`config.mk`:
```
export PLATFORM = sky130hd
export DESIGN_NAME = combo_seq_gen
export DESIGN_NICKNAME = d
export VERILOG_FILES = /design/src/rtl/combo_seq_gen.sv
export SDC_FILE = /design/constraint.sdc
export NUM_CORES = 1
export LEC_CHECK = 0
export BUFFER_PORTS_ARGS = -buffer_cell sky130_fd_sc_hd__buf_2
export CORE_MARGIN = 5
export CORE_UTILIZATION = 35
export DETAILED_ROUTE_END_ITERATION = 8
export PLACE_DENSITY = 0.67
export SLEW_MARGIN = 5
export SYNTH_ARGS = -nofsm -noshare
export SYNTH_HDL_FRONTEND = slang
export SYNTH_SLANG_ARGS = --single-unit
```
`constraint.sdc`:
```
create_clock -name clk -period 1.3 [get_ports clk]
set_input_delay 0.39 -clock clk [delete_from_list [all_inputs] [get_ports clk]]
set_output_delay 0.39 -clock clk [all_outputs]
set_load 0.02 [all_outputs]
```
`src/rtl/combo_seq_gen.sv`:
```
// Three-digit combination generator driven by a 16-bit Fibonacci LFSR.
// Optional macro COMBO_UNIQUE_DIGITS_EN rejects digits repeating an earlier digit of the same draw.
module combo_seq_gen (
    input  logic        clk,
    input  logic        nrst,
    input  logic        gen_req,
    input  logic        seed_load,
    input  logic [15:0] seed,
    output logic [11:0] seq,
    output logic        seq_valid,
    output logic        busy
);

    localparam logic [15:0] LFSR_INIT = 16'hACE1;

    typedef enum logic [2:0] {
        IDLE,
        DRAW0,
        DRAW1,
        DRAW2,
        DONE
    } state_t;

    state_t      state;
    logic [15:0] lfsr;
    logic [15:0] lfsr_next;
    logic [3:0]  cand;
    logic        accept;

    assign cand = lfsr[3:0];

    // A zero seed would lock the LFSR, so it falls back to the reset value.
    always_comb begin
        lfsr_next = {lfsr[14:0], lfsr[15] ^ lfsr[13] ^ lfsr[12] ^ lfsr[10]};
        if (seed_load) begin
            lfsr_next = (seed == 16'h0000) ? LFSR_INIT : seed;
        end
    end

`ifdef COMBO_UNIQUE_DIGITS_EN
    always_comb begin
        accept = 1'b1;
        case (state)
            DRAW1:   accept = (cand != seq[3:0]);
            DRAW2:   accept = (cand != seq[3:0]) && (cand != seq[7:4]);
            default: accept = 1'b1;
        endcase
    end
`else
    assign accept = 1'b1;
`endif

    always_ff @(posedge clk or negedge nrst) begin
        if (!nrst) begin
            state     <= IDLE;
            lfsr      <= LFSR_INIT;
            seq       <= '0;
            seq_valid <= 1'b0;
            busy      <= 1'b0;
        end else begin
            lfsr <= lfsr_next;
            case (state)
                IDLE, DONE: begin
                    if (gen_req) begin
                        state     <= DRAW0;
                        seq       <= '0;
                        seq_valid <= 1'b0;
                        busy      <= 1'b1;
                    end
                end
                DRAW0: begin
                    if (accept) begin
                        seq[3:0] <= cand;
                        state    <= DRAW1;
                    end
                end
                DRAW1: begin
                    if (accept) begin
                        seq[7:4] <= cand;
                        state    <= DRAW2;
                    end
                end
                DRAW2: begin
                    if (accept) begin
                        seq[11:8] <= cand;
                        state     <= DONE;
                        busy      <= 1'b0;
                        seq_valid <= 1'b1;
                    end
                end
                default: begin
                    state     <= IDLE;
                    busy      <= 1'b0;
                    seq_valid <= 1'b0;
                end
            endcase
        end
    end

endmodule

```
==> results of run 1 <==
what timing repair did:
| action | CTS | global route |
|---|---|---|
| gates resized for setup | 3 | 1 |
| endpoints found under the setup margin | 8 | 9 |
| pin swaps | 9 | 0 |
cell type report:
type / instances / area [um2] / area share [%]
sequential: 33 / 836 / 43.8
multi-input combinational: 73 / 572 / 30.0
timing repair buffer: 53 / 347 / 18.2
clock buffer: 5 / 68.8 / 3.61
tap: 50 / 62.6 / 3.28
clock inverter: 3 / 17.5 / 0.919
inverter: 1 / 3.75 / 0.197
critical path, delay by kind of cell:
kind                   cells  cell delay (ns)
AND/OR/NAND/NOR            1             0.54
AO/OA/AOI/OAI              2             0.53
buffers and inverters      2             0.28
registers in the layout, summed over array words and instances (netlist names):
register,count
seq_valid,1
lfsr,16
state,3
seq,12
busy,1
through the flow:
step | TNS, ns | hold slack [ns]
finish | -1.67 | 0.0571
global route | -1.94 | 0.0679
CTS | -1.57 | 0.0611
detailed placement | -4.08 | 0.366
global placement | -3.74 | 0.356
floorplan | -3.00 | 0.0944
logic make-up (layout without fill, tap and decap cells):
| family | count (synthesis) | in the layout | synth area share, % |
|---|---|---|---|
| xor gates and xnor gates | 4 | 4 | 2.45 |
| AOI/OAI and AO/OA | 42 | 42 | 23.5 |
| muxes | 8 | 8 | 6.29 |
| and+or+nand+nor | 19 | 19 | 7.52 |
| buffers and inverters | 7 | 62 | 1.84 |
| DFF | 33 | 33 | 58.4 |
power by group:
group | internal, mW | switching (mW) | total [mW] | leakage [nW]
registers | 1.32 | 0.292 | 1.61 | 0.394
clock network | 0.369 | 0.368 | 0.737 | 0.0439
logic | 0.740 | 0.789 | 1.53 | 0.474
worst paths after layout:
| path | depth (start not counted) | startpoint | slack (ns) | end |
|---|---|---|---|---|
| min in group clk | 2 | seed[3] | 0.35 | lfsr[3] |
| setup / recovery | 5 | seed[7] | -0.23 | lfsr[15] |
| hold reg to reg | 1 | lfsr[9] | 0.48 | lfsr[10] |
| max in group asynchronous | 2 | nrst | 1.00 | lfsr[11] |
| setup reg to reg | 3 | state[2] | 0.05 | seq[3] |
| hold / removal | 2 | nrst | 0.06 | busy |
per-layer routing:
| metal | up-vias | part of all wire (%) |
|---|---|---|
| li1 | 538 | - |
| met1 | 534 | 42 |
| met2 | 27 | 52 |
| met3 | 0 | 6.0 |
| met4 | 0 | 0 |
| met5 | - | 0 |
placed cells by master (no fill, tap or decap):
master,synthesis,routed
sky130_fd_sc_hd__a21o_1,1,1
sky130_fd_sc_hd__a21oi_1,7,7
sky130_fd_sc_hd__a22o_1,16,16
sky130_fd_sc_hd__buf_12,0,1
sky130_fd_sc_hd__buf_2,0,30
sky130_fd_sc_hd__buf_4,0,19
sky130_fd_sc_hd__buf_6,0,3
sky130_fd_sc_hd__clkbuf_8,0,5
sky130_fd_sc_hd__clkinv_2,0,2
sky130_fd_sc_hd__clkinvlp_4,0,1
sky130_fd_sc_hd__dfrtp_1,25,25
sky130_fd_sc_hd__dfstp_2,8,8
sky130_fd_sc_hd__inv_1,1,1
sky130_fd_sc_hd__mux2_2,8,8
sky130_fd_sc_hd__nand2_1,3,3
sky130_fd_sc_hd__nand2b_1,1,1
sky130_fd_sc_hd__nand3b_1,1,1
sky130_fd_sc_hd__nor2_1,8,8
sky130_fd_sc_hd__nor2b_2,0,1
sky130_fd_sc_hd__nor3_1,1,1
sky130_fd_sc_hd__o21ai_0,3,3
sky130_fd_sc_hd__o21bai_1,2,2
sky130_fd_sc_hd__o22a_1,7,7
sky130_fd_sc_hd__o22a_2,1,1
sky130_fd_sc_hd__o22ai_1,4,4
sky130_fd_sc_hd__o41ai_4,1,1
sky130_fd_sc_hd__or4_1,1,1
sky130_fd_sc_hd__or4_4,3,3
sky130_fd_sc_hd__xnor2_1,3,3
sky130_fd_sc_hd__xor2_1,1,1
==> impl_summary.log, run 1 <==
[metrics] run status: finished with violations
[metrics] violated checks: setup timing
[metrics] Top-Level Pins: 34
[metrics] RSZ-0062 raised after global routing: true
[metrics] most frequent cells after synthesis: sky130_fd_sc_hd__dfrtp_1, sky130_fd_sc_hd__a22o_1, sky130_fd_sc_hd__dfstp_2, sky130_fd_sc_hd__mux2_2, sky130_fd_sc_hd__nor2_1
[metrics] number of global-route vias before repair: 1147
[metrics] sequential area share after synthesis: a little under 60%
[metrics] met1 usage: between 15 and 20%
[metrics] number of clock buffers inserted by TritonCTS: 5
[metrics] final net count: ~190
[metrics] grt ovf: 0
[metrics] maximum frequency from static timing analysis: around 660 MHz
[metrics] capturing element type of the critical path: register
[metrics] share of layout cells above drive strength 1: about half
[metrics] power density of the placed cells: 2030 nW/um2
[metrics] Max-cap violations: 0
[metrics] most frequently used cell type in the post-synthesis netlist: sky130_fd_sc_hd__dfrtp_1
[metrics] final HPWL from detailed placement: ~2500 um
[metrics] Placed Area: about 1800 um2
[metrics] Row Count: 23
[metrics] via/cell ratio: a little over 5
[metrics] WP data arrival: 1.74 ns
[metrics] clock period minus final worst setup slack: roughly 1.5 ns
[metrics] endpoint required time on the critical path: around 1.5 ns
[metrics] top flip-flop cell by instance count after synthesis: sky130_fd_sc_hd__dfrtp_1
[metrics] residual DRC count: 0
[metrics] Total Die Area: between 5000 and 6000 um2
[metrics] average wire per standard cell: 14.8 um
[metrics] post-route clock period utilization: 117%
[metrics] antenna violations before repair: 0
[metrics] Post-CTS Setup Inserts: 0
[metrics] layer with the highest usage: met2
[metrics] final core utilization: 48.0%
[metrics] number of DRC markers after the initial detailed-route iteration: 40
[metrics] number of filler instances in the final layout: around 370
[metrics] EDFF count, synth: 0
[metrics] cell area after synthesis: ~1400 um2
[metrics] count of input and output buffers: 33
[metrics] global routing met3 resource utilization: 3.51%
[metrics] fraction of registers with async set or reset after synthesis: 100%
[metrics] leakage power: a little over 0.9 nW
[metrics] first-pass GRT wire length: around 5400 um
[metrics] Warnings, synthesis: 0
[metrics] overall power after layout: about 3.9 mW
[metrics] net count of the mapped netlist: ~130
[metrics] category of the worst setup path launch point: input pin
[metrics] post-placement cell count: 210
[metrics] maximum clock skew at final layout: between 0.003 and 0.004 ns
[metrics] area added between synthesis and finish: 33.2%
[metrics] GPL Wtd Cong: between 0.7 and 0.8
[metrics] worst-path maximum fanout: 4
[metrics] starting utilization of the core area: ~36%
[metrics] CTS Buffer Depth: 2
[metrics] PnR worst setup slack: -0.226 ns
[metrics] # diodes: 0
[metrics] Clk pin slew, worst setup/hold paths: 0.07 ns
[metrics] Root Buffer Master: sky130_fd_sc_hd__clkbuf_8
[metrics] non-filler instance count after layout: roughly 220
[metrics] CTS H-tree depth: 2
[metrics] number of different library cells in the post-synthesis netlist: 24
[metrics] summed area of non-filler cells in the final layout: 1910 um2
[metrics] maximum number of pins on one net before global-route repair: 34
[metrics] library cell occupying the most area in the post-synthesis netlist: sky130_fd_sc_hd__dfrtp_1
[metrics] actual slew at the worst max-slew pin: 0.339 ns
[metrics] core region area: around 4000 um2
[metrics] Mapped Avg Cell Area: 12.7 um2
[metrics] Via Count: 1099
[metrics] chip height: approximately 74 um
[metrics] leading cell types by total area after synthesis: sky130_fd_sc_hd__dfrtp_1, sky130_fd_sc_hd__dfstp_2, sky130_fd_sc_hd__a22o_1, sky130_fd_sc_hd__mux2_2, sky130_fd_sc_hd__o22a_1
[metrics] final number of hold-violating endpoints: 0
[metrics] global-route usage over all layers: 12.9%
[metrics] IR drop worst, VDD: about 840 uV
[metrics] met2 track demand over resource: 21.4%
[metrics] CTS sink cnt: 33
[metrics] final setup violation count: 8
[metrics] path type of the worst min-delay path: in -> async
[metrics] first-pass detailed-route iteration total: 4
[metrics] category of the critical setup timing path: in -> reg
[metrics] clk_lat worst skew: 0.28 ns
[metrics] width of the die: between 70 and 80 um
[metrics] synthesized flop and latch total: 33
[metrics] quantity of hold-fixing buffers added after cts: 0
[metrics] Setup Slack @ Placement: -0.526 ns
[metrics] number of slew-limit violations in the final report: 0
[metrics] Final ANT Viol Nets: 0
[metrics] Post-Synthesis Cells: about 110
[metrics] top-area cell type share of the netlist area: between 40% and 50%
[metrics] relative slew slack: 77.4%
[metrics] cell with the biggest individual delay on the critical path: sky130_fd_sc_hd__or4_4
[metrics] largest stage delay on the critical path: between 0.5 and 0.6 ns
[metrics] TritonCTS clock tree: done
[metrics] crit path cell chain: buf_6 -> or4_4 -> o41ai_4 -> buf_4 -> o22a_1
[metrics] total wire length after detailed routing: ~3200 um
(Power assumes the default switching activity.)
==> inputs of run 2 (changes only) <==
--- a/config.mk
+++ b/config.mk
@@ -7,9 +7,10 @@
 export LEC_CHECK = 0
 export BUFFER_PORTS_ARGS = -buffer_cell sky130_fd_sc_hd__buf_2
 export CORE_MARGIN = 5
-export CORE_UTILIZATION = 35
+export CORE_UTILIZATION = 50
+export CTS_BUF_LIST = sky130_fd_sc_hd__clkbuf_4 sky130_fd_sc_hd__clkbuf_8 sky130_fd_sc_hd__clkbuf_16
 export DETAILED_ROUTE_END_ITERATION = 8
-export PLACE_DENSITY = 0.67
+export PLACE_DENSITY = 0.86
 export SLEW_MARGIN = 5
 export SYNTH_ARGS = -nofsm -noshare
 export SYNTH_HDL_FRONTEND = slang
==> constraint.sdc (replaced) <==
create_clock -name clk -period 1.94 [get_ports clk]
set_input_delay 0.582 -clock clk [delete_from_list [all_inputs] [get_ports clk]]
set_output_delay 0.582 -clock clk [all_outputs]
set_load 0.02 [all_outputs]
==> run 2 against run 1 <==
Net effect: the flow now finishes without violations; design area is 11% lower; worst setup slack better by 0.52 ns; sequential share of layout area is 5.5 points higher; non-clock buffer count is 18 lower; power is 38% lower; critical path type unchanged; largest power group unchanged; highest routed layer is now met4.
==> impl_summary.log, run 2 (synthesis results as in run 1) <==
[metrics] run status: complete, no violations
[metrics] average wire per standard cell: roughly 16 um
[metrics] number of filler instances in the final layout: 242
[metrics] via/cell ratio: slightly below 6
[metrics] IR drop worst, VDD: between 900 and 1000 uV
[metrics] path type of the worst min-delay path: in -> async
[metrics] final number of hold-violating endpoints: 0
[metrics] overall power after layout: about 2.4 mW
[metrics] leakage power: just over 0.8 nW
[metrics] actual slew at the worst max-slew pin: 0.687 ns
[metrics] core region area: between 2000 and 3000 um2
[metrics] width of the die: 63.5 um
[metrics] largest registers in the final layout: lfsr x16, seq x12, state x3
[metrics] Setup Slack @ Placement: -0.0505 ns
[metrics] capturing element type of the critical path: register
[metrics] power density of the placed cells: around 1400 nW/um2
[metrics] commonest non-fill, non-tap cell in the layout: sky130_fd_sc_hd__buf_2
[metrics] Clk pin slew, worst setup/hold paths: about 0.1 ns
[metrics] Switch Pwr: 0.919 mW
[metrics] starting utilization of the core area: around half
[metrics] internal power of the cells: between 1 and 1.5 mW
[metrics] register area: between 800 and 900 um2
[metrics] number of global-route vias before repair: around 1100
[metrics] TritonCTS clock tree: done
[metrics] most frequent cells in the layout: sky130_fd_sc_hd__buf_2, sky130_fd_sc_hd__dfrtp_1, sky130_fd_sc_hd__a22o_1
[metrics] non-filler instance count after layout: roughly 180
[metrics] switching share of total power: roughly two fifths
[metrics] chip height: 63.5 um
[metrics] final setup violation count: 0
[metrics] part of the total power dissipated in sequential elements: 46.5%
[metrics] number of DRC markers after the initial detailed-route iteration: 33
[metrics] post-route clock period utilization: 85.1%
[metrics] CTS Buffer Depth: 2
[metrics] Total Die Area: between 4000 and 5000 um2
[metrics] worst-path maximum fanout: 8
[metrics] share of layout cells above drive strength 1: a little over two fifths
[metrics] number of clock buffers inserted by TritonCTS: 5
[metrics] global-route usage over all layers: around 17%
[metrics] combined area of the multi-input logic cells: around 570 um2
[metrics] maximum clock skew at final layout: around 0.015 ns
[metrics] maximum number of pins on one net before global-route repair: 34
[metrics] first-pass GRT wire length: ~5000 um
[metrics] first-pass detailed-route iteration total: 4
[metrics] CTS H-tree depth: 2
[metrics] final HPWL from detailed placement: ~2200 um
[metrics] Max-cap violations: 0
[metrics] clk_lat worst skew: between 0.3 and 0.4 ns
[metrics] final net count: about 170
[metrics] grt ovf: 0
[metrics] area added between synthesis and finish: 18.4%
[metrics] maximum frequency from static timing analysis: between 600 and 700 MHz
[metrics] category of the worst setup path launch point: input pin
[metrics] quantity of hold-fixing buffers added after cts: 0
[metrics] # diodes: 0
[metrics] relative slew slack: roughly 54%
[metrics] relative contribution of the clock network to total power: between 10% and 20%
[metrics] register-to-register setup slack: 0.53 ns
[metrics] PnR worst setup slack: roughly 0.29 ns
[metrics] final core utilization: between 60% and 70%
[metrics] Root Buffer Master: sky130_fd_sc_hd__clkbuf_4
[metrics] WP data arrival: 1.93 ns
[metrics] RSZ-0062 raised after global routing: false
[metrics] count of input and output buffers: 33
[metrics] Final ANT Viol Nets: 0
[metrics] portion of total power attributed to combinational logic: between 30% and 40%
[metrics] Row Count: 19
[metrics] clock period minus final worst setup slack: about 1.7 ns
[metrics] Via Count: 1056
[metrics] GPL Wtd Cong: 0.788
[metrics] Biggest register: lfsr
[metrics] number of gates resized after cts: 0
[metrics] post-placement cell count: 173
[metrics] number of slew-limit violations in the final report: 0
[metrics] category of the critical setup timing path: in -> reg
[metrics] Top-Level Pins: 34
[metrics] Post-CTS Setup Inserts: 0
[metrics] total wire length after detailed routing: slightly below 3000 um
[metrics] max FFs per register: 16
[metrics] residual DRC count: 0
[metrics] antenna violations before repair: 0
[metrics] endpoint required time on the critical path: around 2.2 ns
[metrics] CTS sink cnt: 33
## run 2: final cells by class
| cell class | count | area share, % |
|---|---|---|
| Sequential cell | 33 | 49.3 |
| Timing Repair Buffer | 35 | 10.6 |
| Multi-Input combinational cell | 73 | 33.6 |
| Inverter | 1 | 0.222 |
| Clock buffer | 8 | 3.91 |
| Tap cell | 31 | 2.29 |
## run 2: metal layers
metal  up-vias  GRT usage, %  routed length (um)  part of all wire [%]
li1        503             -                   -                     -
met1       505          20.1                1290                    43
met2        39          25.9                1410                    47
met3         9          4.80                 182                   6.1
met4         0          9.35                  91                   3.1
met5         -             0                   0                     0
## run 2: worst paths after layout
path / start / to / depth (start not counted)
worst max-delay path: seed[8] / lfsr[13] / 5
worst min-delay path: nrst / seq_valid / 1
worst max register to register: state[0] / seq[7] / 3
worst min register to register: lfsr[9] / lfsr[10] / 1
max in group asynchronous: nrst / lfsr[1] / 1
min in group clk: seed[7] / lfsr[7] / 2
## run 2: critical path: stages
cell and delay [ns]:
sky130_fd_sc_hd__buf_2 0.11, sky130_fd_sc_hd__or4_4 0.54, sky130_fd_sc_hd__o41ai_4 0.34, sky130_fd_sc_hd__buf_4 0.20
sky130_fd_sc_hd__o22a_1 0.15
## run 2: metrics by stage
| step | hold WS (ns) | cell area, um2 | TNS [ns] |
|---|---|---|---|
| after global placement | 0.462 | 1630 | -0.0599 |
| after floorplan | 0.286 | 1430 | 0 |
| after CTS | 0.285 | 1690 | 0 |
| after global routing | 0.325 | 1690 | 0 |
| final | 0.269 | 1690 | 0 |
| after detailed placement | 0.469 | 1630 | -0.329 |
## run 2: power groups by stage
stage / sequential, mW / combinational, mW / clock (mW)
5_1_grt: 1.16 / 0.961 / 0.475
6_report: 1.12 / 0.865 / 0.427
3_3_place_gp: 1.12 / 0.836 / 0
3_5_place_dp: 1.14 / 0.876 / 0
4_1_cts: 1.12 / 0.877 / 0.441
2_1_floorplan: 1.15 / 0.596 / 0
==> inputs of run 3 (changes only) <==
--- a/config.mk
+++ b/config.mk
@@ -7,10 +7,10 @@
 export LEC_CHECK = 0
 export BUFFER_PORTS_ARGS = -buffer_cell sky130_fd_sc_hd__buf_2
 export CORE_MARGIN = 5
-export CORE_UTILIZATION = 50
+export CORE_UTILIZATION = 36
 export CTS_BUF_LIST = sky130_fd_sc_hd__clkbuf_4 sky130_fd_sc_hd__clkbuf_8 sky130_fd_sc_hd__clkbuf_16
 export DETAILED_ROUTE_END_ITERATION = 8
-export PLACE_DENSITY = 0.86
+export PLACE_DENSITY = 0.68
 export SLEW_MARGIN = 5
 export SYNTH_ARGS = -nofsm -noshare
 export SYNTH_HDL_FRONTEND = slang
==> run 3 against run 2 <==
Net effect: non-clock buffer count decreased by 1; largest cell class unchanged; wire length increased by 2.4%; critical endpoint is now lfsr[7]; cell count increased by 9.4%; sequential share of layout area decreased by 1.1 points; largest power group unchanged; clock skew decreased by 0.011 ns.
==> impl_summary.log, run 3 (synthesis results as in run 1) <==
[metrics] core region area: between 3000 and 4000 um2
[metrics] average wire per standard cell: 15.3 um
[metrics] part of the total power dissipated in sequential elements: between 40% and 50%
[metrics] RSZ-0062 raised after global routing: false
[metrics] CTS sink cnt: 33
[metrics] Max-cap violations: 0
[metrics] switching share of total power: about 37%
[metrics] via/cell ratio: around 5.3
[metrics] largest stage delay on the critical path: ~0.54 ns
[metrics] actual slew at the worst max-slew pin: 0.732 ns
[metrics] Top-Level Pins: 34
[metrics] Biggest register: lfsr
[metrics] maximum clock skew at final layout: around 0.0038 ns
[metrics] overall power after layout: 2.51 mW
[metrics] cell with the biggest individual delay on the critical path: sky130_fd_sc_hd__or4_4
[metrics] category of the worst setup path launch point: input pin
[metrics] area added between synthesis and finish: 21.2%
[metrics] share of layout cells above drive strength 1: 41.9%
[metrics] number of clock buffers inserted by TritonCTS: 5
[metrics] number of gates resized after cts: 0
[metrics] Row Count: 23
[metrics] internal power of the cells: between 1.5 and 2 mW
[metrics] TritonCTS clock tree: done
[metrics] clock period minus final worst setup slack: roughly 1.7 ns
[metrics] CTS Buffer Depth: 2
[metrics] post-placement cell count: 191
[metrics] GPL Wtd Cong: around 0.83
[metrics] Total Die Area: between 5000 and 6000 um2
[metrics] PnR worst setup slack: approximately 0.24 ns
[metrics] final core utilization: approximately 44%
[metrics] portion of total power attributed to combinational logic: 34.3%
[metrics] Post-CTS Setup Inserts: 0
[metrics] count of buffering cells on the critical path with inverters included: 2
[metrics] final number of hold-violating endpoints: 0
[metrics] CTS H-tree depth: 2
[metrics] Via Count: 1040
[metrics] relative slew slack: about half
[metrics] category of the critical setup timing path: in -> reg
[metrics] post-route clock period utilization: about 90%
[metrics] number of global-route vias before repair: about 1000
[metrics] first-pass GRT wire length: ~5000 um
[metrics] global-route usage over all layers: 12.2%
[metrics] max FFs per register: 16
[metrics] path type of the worst min-delay path: in -> async
[metrics] IR drop worst, VDD: 461 uV
[metrics] # diodes: 0
[metrics] number of DRC markers after the initial detailed-route iteration: 76
[metrics] non-filler instance count after layout: approximately 200
[metrics] summed area of non-filler cells in the final layout: 1730 um2
[metrics] number of slew-limit violations in the final report: 0
[metrics] clk_lat worst skew: ~0.28 ns
[metrics] final HPWL from detailed placement: ~2200 um
[metrics] capturing element type of the critical path: register
[metrics] WP data arrival: 1.92 ns
[metrics] endpoint required time on the critical path: between 2 and 2.5 ns
[metrics] Root Buffer Master: sky130_fd_sc_hd__clkbuf_8
[metrics] worst-path maximum fanout: 8
[metrics] crit path cell chain: buf_2 -> or4_4 -> o41ai_4 -> buf_4 -> o22a_1
[metrics] power density of the placed cells: ~1400 nW/um2
[metrics] Setup Slack @ Placement: -0.0464 ns
[metrics] antenna violations before repair: 0
[metrics] Worst setup startpoint: seed[8]
[metrics] Final ANT Viol Nets: 0
[metrics] relative contribution of the clock network to total power: a little over a fifth
[metrics] Placed Area: 1640 um2
[metrics] starting utilization of the core area: 36.6%
[metrics] commonest non-fill, non-tap cell in the layout: sky130_fd_sc_hd__buf_2
[metrics] leakage power: 0.812 nW
[metrics] first-pass detailed-route iteration total: 4
[metrics] quantity of hold-fixing buffers added after cts: 0
[metrics] chip height: 73.1 um
[metrics] final net count: 168
[metrics] maximum number of pins on one net before global-route repair: 34
[metrics] width of the die: ~73 um
[metrics] grt ovf: 0
[metrics] number of filler instances in the final layout: 382
[metrics] maximum frequency from static timing analysis: between 500 and 600 MHz
[metrics] gate family responsible for the most delay along the worst path: simple AND/OR/NAND/NOR gates
[metrics] largest registers in the final layout: lfsr x16, seq x12, state x3
[metrics] origin of the critical flop-to-flop path: state[0]
[metrics] count of input and output buffers: 33
[metrics] most frequent cells in the layout: sky130_fd_sc_hd__buf_2, sky130_fd_sc_hd__dfrtp_1, sky130_fd_sc_hd__a22o_1
[metrics] final setup violation count: 0
[metrics] Switch Pwr: roughly 0.9 mW
[metrics] Clk pin slew, worst setup/hold paths: approximately 0.060 ns
[metrics] total wire length after detailed routing: 3040 um
[metrics] run status: complete, no violations
[metrics] residual DRC count: 0
-- run 3: worst paths after layout --
kind / endpoint / slack [ns] / cells past startpoint
setup / recovery: lfsr[7] / 0.24 / 5
hold / removal: seq_valid / 0.36 / 1
setup reg to reg: seq[7] / 0.51 / 3
hold reg to reg: lfsr[9] / 0.49 / 1
max in group asynchronous: lfsr[9] / 1.11 / 1
min in group clk: lfsr[9] / 0.49 / 1
-- run 3: per-stage QoR --
step                hold slack [ns]  TNS, ns
floorplan                     0.286        0
global placement              0.463  -0.0772
detailed placement            0.467   -0.317
CTS                           0.383        0
global route                  0.434        0
finish                        0.360        0
-- run 3: cell type report --
| type | count | area, um2 | area share (%) |
|---|---|---|---|
| inverters | 1 | 3.75 | 0.216 |
| clock buffers | 7 | 90.1 | 5.19 |
| well taps | 50 | 62.6 | 3.61 |
| flip-flops and latches | 33 | 836 | 48.2 |
| multi-input cells | 73 | 569 | 32.8 |
| repair buffers | 34 | 173 | 9.96 |
-- run 3: metal layers --
layer  vias up  share of wire, %  GRT usage, %
met5         -                 0             0
met4         0              0.59          2.46
met3         4               8.8          5.37
met2        39                47          19.0
met1       501                44          15.8
li1        496                 -             -
-- run 3: power by group through the flow --
| stage | clock network, mW | registers [mW] | logic (mW) |
|---|---|---|---|
| after detailed placement | 0 | 1.14 | 0.867 |
| final | 0.522 | 1.13 | 0.861 |
| after global routing | 0.561 | 1.16 | 0.957 |
| after CTS | 0.533 | 1.12 | 0.872 |
| after floorplan | 0 | 1.15 | 0.596 |
| after global placement | 0 | 1.13 | 0.836 |
